`src/rtl/lagarto_fpu_pkg.sv`:
```
// Shared FPU types, constants and IEEE-754 double classification helpers.
package lagarto_fpu_pkg;

   typedef enum logic [3:0] {
      FMADD, FMSUB, FNMSUB, FNMADD,
      ADD, SUB, MUL, DIV,
      SQRT, SGNJ, MINMAX, CMP,
      CLASSIFY, F2F, F2I, I2F
   } fp_operation_t;

   // Quiet NaN with sign 0 and only the quiet bit set.
   localparam logic [63:0] CANONICAL_QNAN_D = 64'h7FF8000000000000;

   // RISC-V rounding modes.
   localparam logic [2:0] RM_RNE = 3'b000;
   localparam logic [2:0] RM_RTZ = 3'b001;
   localparam logic [2:0] RM_RDN = 3'b010;
   localparam logic [2:0] RM_RUP = 3'b011;
   localparam logic [2:0] RM_RMM = 3'b100;

   // One entry of the add/sub special stage: pass-through payload plus resolved result.
   typedef struct packed {
      fp_operation_t op;
      logic [2:0]    rm;
      logic [63:0]   a;
      logic [63:0]   b;
      logic          special;
      logic [63:0]   result;
      logic [4:0]    fflags;
   } fp_addsub_stage_t;

   function automatic logic is_nan_d(input logic [63:0] x);
      return (x[62:52] == 11'h7FF) && (x[51:0] != 52'd0);
   endfunction

   function automatic logic is_inf_d(input logic [63:0] x);
      return (x[62:52] == 11'h7FF) && (x[51:0] == 52'd0);
   endfunction

   function automatic logic is_zero_d(input logic [63:0] x);
      return x[62:0] == 63'd0;
   endfunction

endpackage

```
`src/rtl/lagarto_fp_skid_buffer.sv`:
```
// Output register plus optional one-entry skid register with valid/ready handshake.
// With SKID_EN=1 ready_o comes straight from a flop; with SKID_EN=0 it is combinational.
module lagarto_fp_skid_buffer #(
   parameter int DATA_W  = 8,
   parameter bit SKID_EN = 1'b1
) (
   input  logic              clk_i,
   input  logic              rst_i,
   input  logic              kill_i,
   input  logic              valid_i,
   output logic              ready_o,
   input  logic [DATA_W-1:0] data_i,
   output logic              valid_o,
   input  logic              ready_i,
   output logic [DATA_W-1:0] data_o
);

   logic              vld_p1;
   logic [DATA_W-1:0] data_p1;

   assign valid_o = vld_p1;
   assign data_o  = data_p1;

   generate
      if (SKID_EN) begin : g_skid
         logic              skid_vld_p1;
         logic [DATA_W-1:0] skid_data_p1;
         logic              accept;
         logic              out_free;

         // Skid full is the only reason to refuse input, so ready is a pure flop output.
         assign ready_o  = ~skid_vld_p1;
         assign accept   = valid_i & ready_o;
         assign out_free = ~vld_p1 | ready_i;

         // Output register refills from skid first (preserves order), else from input; stalled accepts park in skid.
         always_ff @(posedge clk_i) begin
            if (rst_i) begin
               vld_p1       <= 1'b0;
               skid_vld_p1  <= 1'b0;
               data_p1      <= '0;
               skid_data_p1 <= '0;
            end else if (kill_i) begin
               vld_p1      <= 1'b0;
               skid_vld_p1 <= 1'b0;
            end else if (out_free) begin
               if (skid_vld_p1) begin
                  data_p1     <= skid_data_p1;
                  vld_p1      <= 1'b1;
                  skid_vld_p1 <= 1'b0;
               end else begin
                  vld_p1 <= accept;
                  if (accept) data_p1 <= data_i;
               end
            end else if (accept) begin
               skid_data_p1 <= data_i;
               skid_vld_p1  <= 1'b1;
            end
         end
      end else begin : g_noskid
         assign ready_o = ~vld_p1 | ready_i;

         // Plain pipeline register that advances whenever the consumer frees it.
         always_ff @(posedge clk_i) begin
            if (rst_i) begin
               vld_p1  <= 1'b0;
               data_p1 <= '0;
            end else if (kill_i) begin
               vld_p1 <= 1'b0;
            end else if (ready_o) begin
               vld_p1 <= valid_i;
               if (valid_i) data_p1 <= data_i;
            end
         end
      end
   endgenerate

endmodule

```
`src/rtl/lagarto_fp_adder_special_stage.sv`:
```
// FP add/sub special-case stage: resolves NaN, infinity and zero+zero operands for
// doubles, otherwise forwards the operands to the main adder. One registered stage.
module lagarto_fp_adder_special_stage
   import lagarto_fpu_pkg::*;
#(
   parameter bit SKID_EN = 1'b1
) (
   input  logic          clk_i,
   input  logic          rst_i,
   input  logic          kill_i,
   input  logic          valid_i,
   output logic          ready_o,
   input  fp_operation_t fpu_op_i,
   input  logic [2:0]    rm_i,
   input  logic [63:0]   operand_a_i,
   input  logic [63:0]   operand_b_i,
   input  logic          invalid_operation_i,
   input  logic          is_snan_i,
   output logic          valid_o,
   input  logic          ready_i,
   output logic          special_o,
   output logic [63:0]   result_o,
   output logic [4:0]    fflags_o,
   output fp_operation_t fpu_op_o,
   output logic [2:0]    rm_o,
   output logic [63:0]   operand_a_o,
   output logic [63:0]   operand_b_o
);

   fp_addsub_stage_t stage_p0;
   fp_addsub_stage_t stage_p1;

   logic sb;
   logic a_nan, b_nan, a_inf, b_inf, both_zero;
   logic zero_sign;

   assign sb        = operand_b_i[63] ^ (fpu_op_i == SUB);
   assign a_nan     = is_nan_d(operand_a_i);
   assign b_nan     = is_nan_d(operand_b_i);
   assign a_inf     = is_inf_d(operand_a_i);
   assign b_inf     = is_inf_d(operand_b_i);
   assign both_zero = is_zero_d(operand_a_i) & is_zero_d(operand_b_i);
   // Exact zero sum of opposite-signed zeros is -0 only when rounding down.
   assign zero_sign = (operand_a_i[63] == sb) ? operand_a_i[63] : (rm_i == RM_RDN);

   // Classify the incoming operands in priority order and build the entry to capture.
   always_comb begin
      stage_p0.op      = fpu_op_i;
      stage_p0.rm      = rm_i;
      stage_p0.a       = operand_a_i;
      stage_p0.b       = operand_b_i;
      stage_p0.special = 1'b0;
      stage_p0.result  = 64'd0;
      stage_p0.fflags  = 5'd0;
      if (invalid_operation_i) begin
         stage_p0.special = 1'b1;
         stage_p0.result  = CANONICAL_QNAN_D;
         // Quiet-NaN propagation alone does not raise invalid.
         stage_p0.fflags  = {is_snan_i | (~a_nan & ~b_nan), 4'b0000};
      end else if (a_inf) begin
         stage_p0.special = 1'b1;
         stage_p0.result  = operand_a_i;
      end else if (b_inf) begin
         stage_p0.special = 1'b1;
         stage_p0.result  = {sb, operand_b_i[62:0]};
      end else if (both_zero) begin
         stage_p0.special = 1'b1;
         stage_p0.result  = {zero_sign, 63'd0};
      end
   end

   // ---- p0 -> p1 stage boundary ----
   lagarto_fp_skid_buffer #(
      .DATA_W  ($bits(fp_addsub_stage_t)),
      .SKID_EN (SKID_EN)
   ) u_skid (
      .clk_i   (clk_i),
      .rst_i   (rst_i),
      .kill_i  (kill_i),
      .valid_i (valid_i),
      .ready_o (ready_o),
      .data_i  (stage_p0),
      .valid_o (valid_o),
      .ready_i (ready_i),
      .data_o  (stage_p1)
   );

   assign special_o   = stage_p1.special;
   assign result_o    = stage_p1.result;
   assign fflags_o    = stage_p1.fflags;
   assign fpu_op_o    = stage_p1.op;
   assign rm_o        = stage_p1.rm;
   assign operand_a_o = stage_p1.a;
   assign operand_b_o = stage_p1.b;

endmodule

```
`config.mk`:
```
export PLATFORM = sky130hd
export DESIGN_NAME = lagarto_fp_adder_special_stage
export DESIGN_NICKNAME = d
export VERILOG_FILES = /design/src/rtl/lagarto_fpu_pkg.sv /design/src/rtl/lagarto_fp_skid_buffer.sv /design/src/rtl/lagarto_fp_adder_special_stage.sv
export SDC_FILE = /design/constraint.sdc
export NUM_CORES = 1
export LEC_CHECK = 0
export CAP_MARGIN = 15
export CORE_UTILIZATION = 40
export CTS_CLUSTER_DIAMETER = 40
export DETAILED_ROUTE_END_ITERATION = 10
export HOLD_SLACK_MARGIN = 0.15
export PLACE_DENSITY = 0.64
export SYNTH_ARGS = -nofsm -noshare
export SYNTH_HDL_FRONTEND = slang
export SYNTH_SLANG_ARGS = --single-unit
```
`constraint.sdc`:
```
create_clock -name clk_i -period 3.6 [get_ports clk_i]
set_clock_uncertainty 0.2 [all_clocks]
set_input_delay 0.9 -clock clk_i [delete_from_list [all_inputs] [get_ports clk_i]]
set_output_delay 0.9 -clock clk_i [all_outputs]
set_load 0.05 [all_outputs]
```
**Yosys cells after proc, flatten, opt, wreduce, memory -nomap -nowiden**

Index checks and enable logic that the tools add are counted.

- Bits in registers: 412
- Bits of input ports: 142
- Output and inout port bits: 207
- Logic and storage cells: 45

- Equality and inequality tests: 5
- Multiplexer cells: 9
- Bitwise logic cells: 12
- Reduce and logical (&&, ||, !) cells: 15

Operator list:

| kind | number |
|---|---|
| 205-bit 2-to-1 mux | 2 |
| 65-bit 2-to-1 mux | 4 |
| 63-bit logical NOT | 2 |
| 52-bit logical NOT | 2 |
| 52-bit nonzero test | 2 |
| 11-bit equality test, second input constant | 2 |
| 1-bit NOT | 6 |
| 3-bit AND reduction | 2 |
| 5-bit 2-to-1 mux | 1 |
| 4-bit by 3-bit equality test with 1-bit output, second input constant | 1 |
| 1-bit logical AND | 4 |
| 1-bit bitwise AND | 3 |
| 3-bit by 2-bit equality test with 1-bit output, second input constant | 1 |
| 3-bit OR reduction | 1 |
| 1-bit 2-to-1 mux | 2 |
| 1-bit bitwise OR | 2 |
| 2-bit nonzero test | 1 |
| 2-bit OR reduction | 1 |
| 1-bit equality test | 1 |
| 1-bit XOR | 1 |

**Depth between registers and ports, before layout**

Gate-level depths: netlist of run 1.

- Depth in word-level cells: 10
- Gate-level depth with buffers: 8
- Mapped depth without buffers: 7

**Modules after synthesis**

From an unflattened synthesis of run 1, not the netlist that was laid out.

- Cell total of the unflattened synthesis: 1919
- Area, all modules: 19794.0 µm²

By module, submodules not included:

| module | times used | cells an instance | area an instance (µm²) | seq. area each (µm²) |
|---|---|---|---|---|
| lagarto_fp_skid_buffer | 1 | 1834 | 19287.2 | 8247.9 |
| lagarto_fp_adder_special_stage | 1 | 85 | 506.7 | 0.0 |

**Least setup slack after synthesis of run 1**

Ideal clock, no wire load.

- Path kind: input -> register
- From: in operand_a_i[45]
- To: reg u_skid.data_p1[68], in the netlist u_skid.data_o[68]
- Library setup time: 0.121 ns
- Arrival time: 2.246 ns
- Data required time: 3.279 ns
- Path slack: 1.033 ns
- Cell stages on the path: 7
- Buffers on the path: 0
- Cell sequence: nor4_1 nand4_1 nor4_4 nand2_2 a32o_1 o21ai_2 o21ai_1

- Word-level cells in the longest chain between the ends: 8
- Elaborated cells between the ends (all ways): 10
- Classes of those cells: mux: 6; bitwise: 1; reduce/logical: 3

Ends and longest elaborated chain:

| item | line | source |
|---|---|---|
| start, declared | lagarto_fp_adder_special_stage.sv:15 | `input logic [63:0] operand_a_i,` |
| 63-bit logical NOT | lagarto_fpu_pkg.sv:41 | `return x[62:0] == 63'd0;` |
| 1-bit bitwise AND | lagarto_fp_adder_special_stage.sv:42 | `assign both_zero = is_zero_d(operand_a_i) & is_zero_d(operand_b_i);` |
| 65-bit 2-to-1 mux | lagarto_fp_adder_special_stage.sv:66 | `end else if (both_zero) begin` |
| 65-bit 2-to-1 mux | lagarto_fp_adder_special_stage.sv:63 | `end else if (b_inf) begin` |
| 65-bit 2-to-1 mux * | lagarto_fp_adder_special_stage.sv:60 | `end else if (a_inf) begin` |
| 65-bit 2-to-1 mux * | lagarto_fp_adder_special_stage.sv:55 | `if (invalid_operation_i) begin` |
| 205-bit 2-to-1 mux * | lagarto_fp_skid_buffer.sv:53 | `if (accept) data_p1 <= data_i;` |
| 205-bit 2-to-1 mux * | lagarto_fp_skid_buffer.sv:47 | `if (skid_vld_p1) begin` |
| end signal, assigned | lagarto_fp_skid_buffer.sv:48 | `data_p1 <= skid_data_p1;` |
| end signal, assigned | lagarto_fp_skid_buffer.sv:53 |  |
| end, declared | lagarto_fp_skid_buffer.sv:19 | `logic [DATA_W-1:0] data_p1;` |

Mark *: on every way between the ends. The rest lies on a longest branch, timed or not. The select of a mux whose other input is x is not followed.
A chain may end at the register's enable or synchronous reset.

**Worst setup path in the final report of run 1**

- From: reg u_skid.g_skid.skid_vld_p1
- To: out ready_o

- Word-level cells in the longest chain between the ends: 1

Ends and longest elaborated chain:

| item | line | source |
|---|---|---|
| start, declared | lagarto_fp_skid_buffer.sv:26 | `logic skid_vld_p1;` |
| start signal, assigned | lagarto_fp_skid_buffer.sv:40 | `skid_vld_p1 <= 1'b0;` |
| start signal, assigned | lagarto_fp_skid_buffer.sv:45 | `skid_vld_p1 <= 1'b0;` |
| start signal, assigned | lagarto_fp_skid_buffer.sv:50 | `skid_vld_p1 <= 1'b0;` |
| 1-bit NOT | lagarto_fp_skid_buffer.sv:32 | `assign ready_o = ~skid_vld_p1;` |
| end, declared | lagarto_fp_adder_special_stage.sv:12 | `output logic ready_o,` |

Every way passes these cells.

==> reports/results.ini, run 1 <==
[logic_synthesis]
async_flop_share_pct = 0
synth_top_area_share_pct = 52.99
synth.distinct_cells = 41
syn_area_per_cell_um2 = 8.818
synth_common_cells = dfxtp_1, nand2_1, a21oi_1
synth_area_leaders = dfxtp_1, mux2i_1, nand2_1
yosys.cell_count.top_type = dfxtp_1
ys_ff_latch = 404
netlist_area_mm2 = 0.01526
synth_warnings = 0
netlist_instances = 1731
ys_seq_area_share_pct = 52.99
synth-edff-count = 0
yosysTopAreaCell = dfxtp_1
synthFlopType = dfxtp_1

[timing]
drv_slew = 0
finalCriticalPeriod_ns = 3.296
hold_viol_final = 0
slew_headroom_pct = 25.95
rsz0062_at_grt = no
holdWs_ns = 0.2491
setup_viol = 0
fin_crit_sh_pct = 91.56
fmax_mhz = 303.4
tns_ns = 0
tightest_slew_ns = 1.111

[die]
rows = 71
start_util_pct = 40.62
die_h_um = 197.3
core_area_mm2 = 0.03758
dieArea_mm2 = 0.03894
io_pins = 349
die_w_um = 197.3

[clock_tree]
clock_path_buffers = 3
cts_buffers = 58
post-cts-setup-buffers = 0
cts_hold_buf = 0
cts-resized-gates = 0
clkLatencyLatePin_ns = 0.59
htree_levels = 2
cts_tree = yes
path_clk_slew_ns = 0.06
cts.sinks = 404
clock-root-buffer = clkbuf_16

[setup_path]
worstSetupStartpoint = u_skid.g_skid.skid_vld_p1
cp-end-kind = primary output
slowest_delay_ns = 0.90
cp_data_arrival_time_ns = 2.20
cp.required_ns = 2.50
path_class = reg -> out
path_buf_inv = 2
rrSetupSlack_ns = 0.71
setup.worst_path.start_class = flop
path_delay_family = buffers and inverters
rr_startpoint = u_skid.g_skid.skid_vld_p1
crit_path_top_delay_cell = clkdlybuf4s50_1
cp_max_fo = 15
path_cells = inv_1 > clkdlybuf4s50_1

[pwr]
power.leakage_nw = 7.225
ir_worst_vdd_uv = 354.0
p_per_area_mw_per_mm2 = 556.0

[placed_design]
io_buffers = 344
dpl.cell_count = 2464
place_area_mm2 = 0.01914
gp_congestion = 0.8199
post-dp-hpwl_um = 28280

[outcome]
status = finished, final reports clean

[drt]
drt_pass1_iterations = 5
antenna_left = 0
dr.first_iter.drc_count = 611
drc = 0
wl_per_cell_um = 16.92
vias = 13120
routed_wl_um = 43540
viasPerCell = 5.098

[global_route]
grt_max_degree = 183
grtUsageTotal_pct = 22.03
grt_overflow = 0
antenna_found_initial = 4
grt_pass1_wl_um = 68750
grt_pass1_vias = 12570

[layout]
final_cell_area_mm2 = 0.02115
seqCellArea_mm2 = 0.008092
layout-drive-gt1-share_pct = 7.327
final-instance-count-excl-fill = 2573
fillers = 3420
multi_input_area_mm2 = 0.006576
syn2layout_area_growth_pct = 38.59
finalNetCount = 2155

[hold_path]
hold_class = reg -> reg
min_from = u_skid.data_o[31]

[flow_run]
drv_cap = 0

## state kept, by name, indices dropped and copies added, names as in the netlist
register	flops
u_skid.valid_o	1
u_skid.data_o	201
u_skid.g_skid.skid_data_p1	201
u_skid.g_skid.skid_vld_p1	1
## path summary, 6_finish.rpt
| check | end | cells after the start |
|---|---|---|
| worst max-delay path | ready_o | 2 |
| worst min-delay path | u_skid.data_o[31] | 2 |
| worst max register to register | u_skid.data_o[198] | 7 |
| worst min register to register | u_skid.data_o[31] | 2 |
## per-stage QoR
step / utilization (%) / power, mW / setup WS, ns
final: 56.29 / 11.76 / 0.3037
after global placement: 50.92 / 6.054 / 0.02646
after global routing: 56.28 / 12.20 / 0.1893
after detailed placement: 50.92 / 6.066 / -0.01482
after CTS: 56.28 / 11.90 / 0.2371
after floorplan: - / 5.507 / 1.033
## layout by cell type, fill, tap and decap left out, types with 4 or more instances in the layout
master,instances
clkbuf_1,9
nand2_1,342
mux2i_1,136
o21a_1,11
buf_12,13
nor3_1,4
nand4_1,11
clkdlybuf4s50_1,343
bufinv_16,7
clkinvlp_4,8
nor4_1,32
nor2_1,157
conb_1,4
a21oi_1,192
clkinv_2,7
clkbuf_16,59
inv_6,5
o21ai_2,11
buf_4,15
dfxtp_1,403
clkinv_4,5
clkbuf_8,5
nand3_1,58
and3_1,52
a211oi_1,137
## kinds of logic (layout without fill, tap and decap cells)
logic type                after synthesis  count (layout)  synth area share, %
muxes                                 136             136                8.919
other                                   1               5              0.02457
and+or+nand+nor                       671             671                19.08
DFF                                   404             404                52.99
buffers and inverters                 155             482                4.123
xor gates and xnor gates                1               1              0.05739
AOI/OAI and AO/OA                     363             363                14.80
## area by class of cell
cell class / instances / share of cell area (%)
Antenna cell: 1 / 0.01183
Sequential cell: 404 / 38.25
Timing Repair Buffer: 372 / 18.06
Clock buffer: 73 / 7.465
Tap cell: 511 / 3.023
Inverter: 2 / 0.03549
Multi-Input combinational cell: 1175 / 31.09
Clock inverter: 35 / 2.058
## worst min-delay path, delay by kind of cell, from the launching register on
family | cells | cell delay [ns]
flip-flops | 1 | 0.30
AND/OR/NAND/NOR | 1 | 0.05
AO/OA/AOI/OAI | 1 | 0.05
## metal layers
layer | track usage (%) | wire length, µm | vias to the layer above
met4 | 8.010 | 1169 | 4
met2 | 34.52 | 19900 | 359
met1 | 28.52 | 19090 | 6099
met5 | 0 | 23 | -
li1 | - | - | 6574
met3 | 6.676 | 3368 | 80
## power breakdown
| part | internal [mW] | switching, mW |
|---|---|---|
| logic | 0.468 | 0.830 |
| clock network | 3.64 | 2.15 |
| registers | 4.60 | 0.0666 |
| total | 8.71 | 3.05 |
No activity file was read; power rests on OpenSTA's default activity.
==> inputs of run 2 (changes only) <==
--- a/config.mk
+++ b/config.mk
@@ -7,6 +7,7 @@
 export LEC_CHECK = 0
 export CAP_MARGIN = 15
 export CORE_UTILIZATION = 40
+export CTS_BUF_LIST = sky130_fd_sc_hd__clkbuf_4
 export CTS_CLUSTER_DIAMETER = 40
 export DETAILED_ROUTE_END_ITERATION = 10
 export HOLD_SLACK_MARGIN = 0.15
==> run 2 against run 1 <==
Net effect: cell count increased by 2.9%; critical path type unchanged; largest cell class unchanged; sequential power about the same; die area unchanged; fmax increased by 3.5%; largest power group is now registers; critical path depth unchanged.
==> reports/results.ini, run 2 (synthesis results as in run 1) <==
[outcome]
status = finished, final reports clean  ; unchanged

[hold_path]
min_from = u_skid.data_o[26]  ; was u_skid.data_o[31]
hold_depth = 2  ; unchanged
hold_class = reg -> reg  ; unchanged
min_to = u_skid.data_o[26]  ; was u_skid.data_o[31]

[die]
die_w_um = 197.3  ; unchanged
rows = 71  ; unchanged
io_pins = 349  ; unchanged
start_util_pct = 40.62  ; unchanged
die_h_um = 197.3  ; unchanged
dieArea_mm2 = 0.03894  ; unchanged
core_area_mm2 = 0.03758  ; unchanged

[clock_tree]
cts_tree = yes  ; unchanged
path_clk_slew_ns = 0.06  ; about the same
clkLatencyLatePin_ns = 0.76  ; was 0.59 ns
cts.sinks = 404  ; unchanged
cts_buffers = 109  ; was 58
clock_path_buffers = 3  ; unchanged
post-cts-setup-buffers = 0  ; unchanged
clock-root-buffer = clkbuf_4  ; was clkbuf_16
htree_levels = 3  ; was 2

[drt]
antenna_left = 0  ; unchanged
wl_per_cell_um = 16.48  ; was 16.92 µm
drc = 0  ; unchanged
viasPerCell = 5.043  ; was 5.098
drt_pass1_iterations = 5  ; unchanged
dr.first_iter.drc_count = 595  ; was 611
vias = 13350  ; was 13.12k
routed_wl_um = 43640  ; was 43,540 µm

[placed_design]
dp_slack_ns = -0.01482  ; unchanged
dpl.cell_count = 2464  ; unchanged
post-dp-hpwl_um = 28280  ; unchanged
io_buffers = 344  ; unchanged
place_area_mm2 = 0.01914  ; unchanged
gp_congestion = 0.8199  ; unchanged

[timing]
holdWs_ns = 0.2474  ; was 0.2491 ns
tightest_slew_ns = 1.125  ; was 1.111 ns
slew_headroom_pct = 25.00  ; was 25.95%
rsz0062_at_grt = no  ; unchanged
tns_ns = 0  ; unchanged
setup_ws_ns = 0.4161  ; was 0.3037 ns
fin_crit_sh_pct = 88.44  ; was 91.56%
fmax_mhz = 314.1  ; was 303.4 MHz
setup_viol = 0  ; unchanged
drv_slew = 0  ; unchanged
hold_viol_final = 0  ; unchanged
finalCriticalPeriod_ns = 3.184  ; was 3.296 ns

[setup_path]
r2r_cells = 7  ; unchanged
rr_startpoint = u_skid.g_skid.skid_vld_p1  ; unchanged
setup.worst_path.start_class = flop  ; unchanged
rr_endpoint = u_skid.data_o[127]  ; was u_skid.data_o[198]
cp_max_fo = 15  ; unchanged
path_class = reg -> out  ; unchanged
rrSetupSlack_ns = 0.71  ; about the same
cp.required_ns = 2.50  ; about the same
cp_data_arrival_time_ns = 2.08  ; was 2.20 ns
cp-end-kind = primary output  ; unchanged

[layout]
final_util_pct = 54.45  ; was 56.29%
fillers = 3525  ; was 3,420
final_common_cell = dfxtp_1  ; unchanged
final-instance-count-excl-fill = 2648  ; was 2,573
layout_common_cells = dfxtp_1, nand2_1, clkdlybuf4s50_1, a21oi_1, clkbuf_4  ; was dfxtp_1, clkdlybuf4s50_1, nand2_1, a21oi_1, nor2_1
final_cell_area_mm2 = 0.02046  ; was 0.02115 mm²
layout-drive-gt1-share_pct = 10.26  ; was 7.327%
syn2layout_area_growth_pct = 34.06  ; was 38.59%
finalNetCount = 2207  ; was 2,155

[global_route]
grt_overflow = 0  ; unchanged
grt_pass1_vias = 12920  ; was 12.57k
grt_pass1_wl_um = 68700  ; was 68,750 µm
grtUsageTotal_pct = 22.04  ; was 22.03%
antenna_found_initial = 5  ; was 4
grt_max_degree = 183  ; unchanged

[pwr]
p_per_area_mw_per_mm2 = 482.1  ; was 556.0 mW/mm²
p_total_mw = 9.864  ; was 11.76 mW
power.leakage_nw = 7.059  ; was 7.225 nW
ir_worst_vdd_uv = 214.3  ; was 354.0 µV

[flow_run]
drv_cap = 0  ; unchanged

-- run 2: cell types whose count changed in the layout (fill, tap and decap cells not counted), moves of 6 or more --
cell        change
clkbuf_4      +161
clkbuf_16      -59
clkbuf_1        -9
bufinv_16       -6
clkinv_1       +14
clkinvlp_4      -8
-- run 2: worst max path at each step --
stage / slack [ns] / from / end
global placement: 0.03 / operand_b_i[26] / u_skid.data_o[57]
floorplan: 1.03 / operand_a_i[45] / u_skid.data_o[68]
detailed placement: -0.01 / operand_b_i[26] / u_skid.data_o[66]
finish: 0.42 / u_skid.g_skid.skid_vld_p1 / ready_o
global route: 0.28 / u_skid.g_skid.skid_vld_p1 / ready_o
CTS: 0.30 / u_skid.g_skid.skid_vld_p1 / ready_o
-- run 2: timing repair --
item / 4_1_cts / 5_1_grt
endpoints found under the hold margin: 5 / 0
setup endpoints to repair: 1 / 0
hold buffers: 1 / 0
gates resized for setup: 1 / 0
-- run 2: routing by layer --
layer | part of all wire [%] | vias to the layer above | track usage (%)
li1 | - | 6724 | -
met1 | 44 | 6188 | 27.68
met2 | 45 | 367 | 34.31
met3 | 8.3 | 72 | 7.871
met4 | 2.4 | 2 | 8.786
met5 | 0.025 | - | 0
-- run 2: final cells by class --
| cell class | instances | area (µm²) | share of cell area, % |
|---|---|---|---|
| Timing Repair Buffer | 373 | 3830 | 18.72 |
| Inverter | 2 | 7.507 | 0.03669 |
| Multi-Input combinational cell | 1175 | 6576 | 32.14 |
| Tap cell | 511 | 639.4 | 3.125 |
| Clock inverter | 20 | 103.9 | 0.5075 |
| Sequential cell | 404 | 8092 | 39.54 |
| Clock buffer | 161 | 1209 | 5.907 |
| Antenna cell | 2 | 5.005 | 0.02446 |
-- run 2: report_power, final --
part / internal [mW] / switching [mW] / total (mW)
Sequential: 4.60 / 0.0667 / 4.67
Clock: 2.08 / 1.81 / 3.90
Combinational: 0.468 / 0.831 / 1.30
-- run 2: worst max-delay path, cell delays in order, from the launching register on --
cell and delay [ns]:
dfxtp_4 0.35, inv_1 0.38, dlygate4sd2_1 0.59
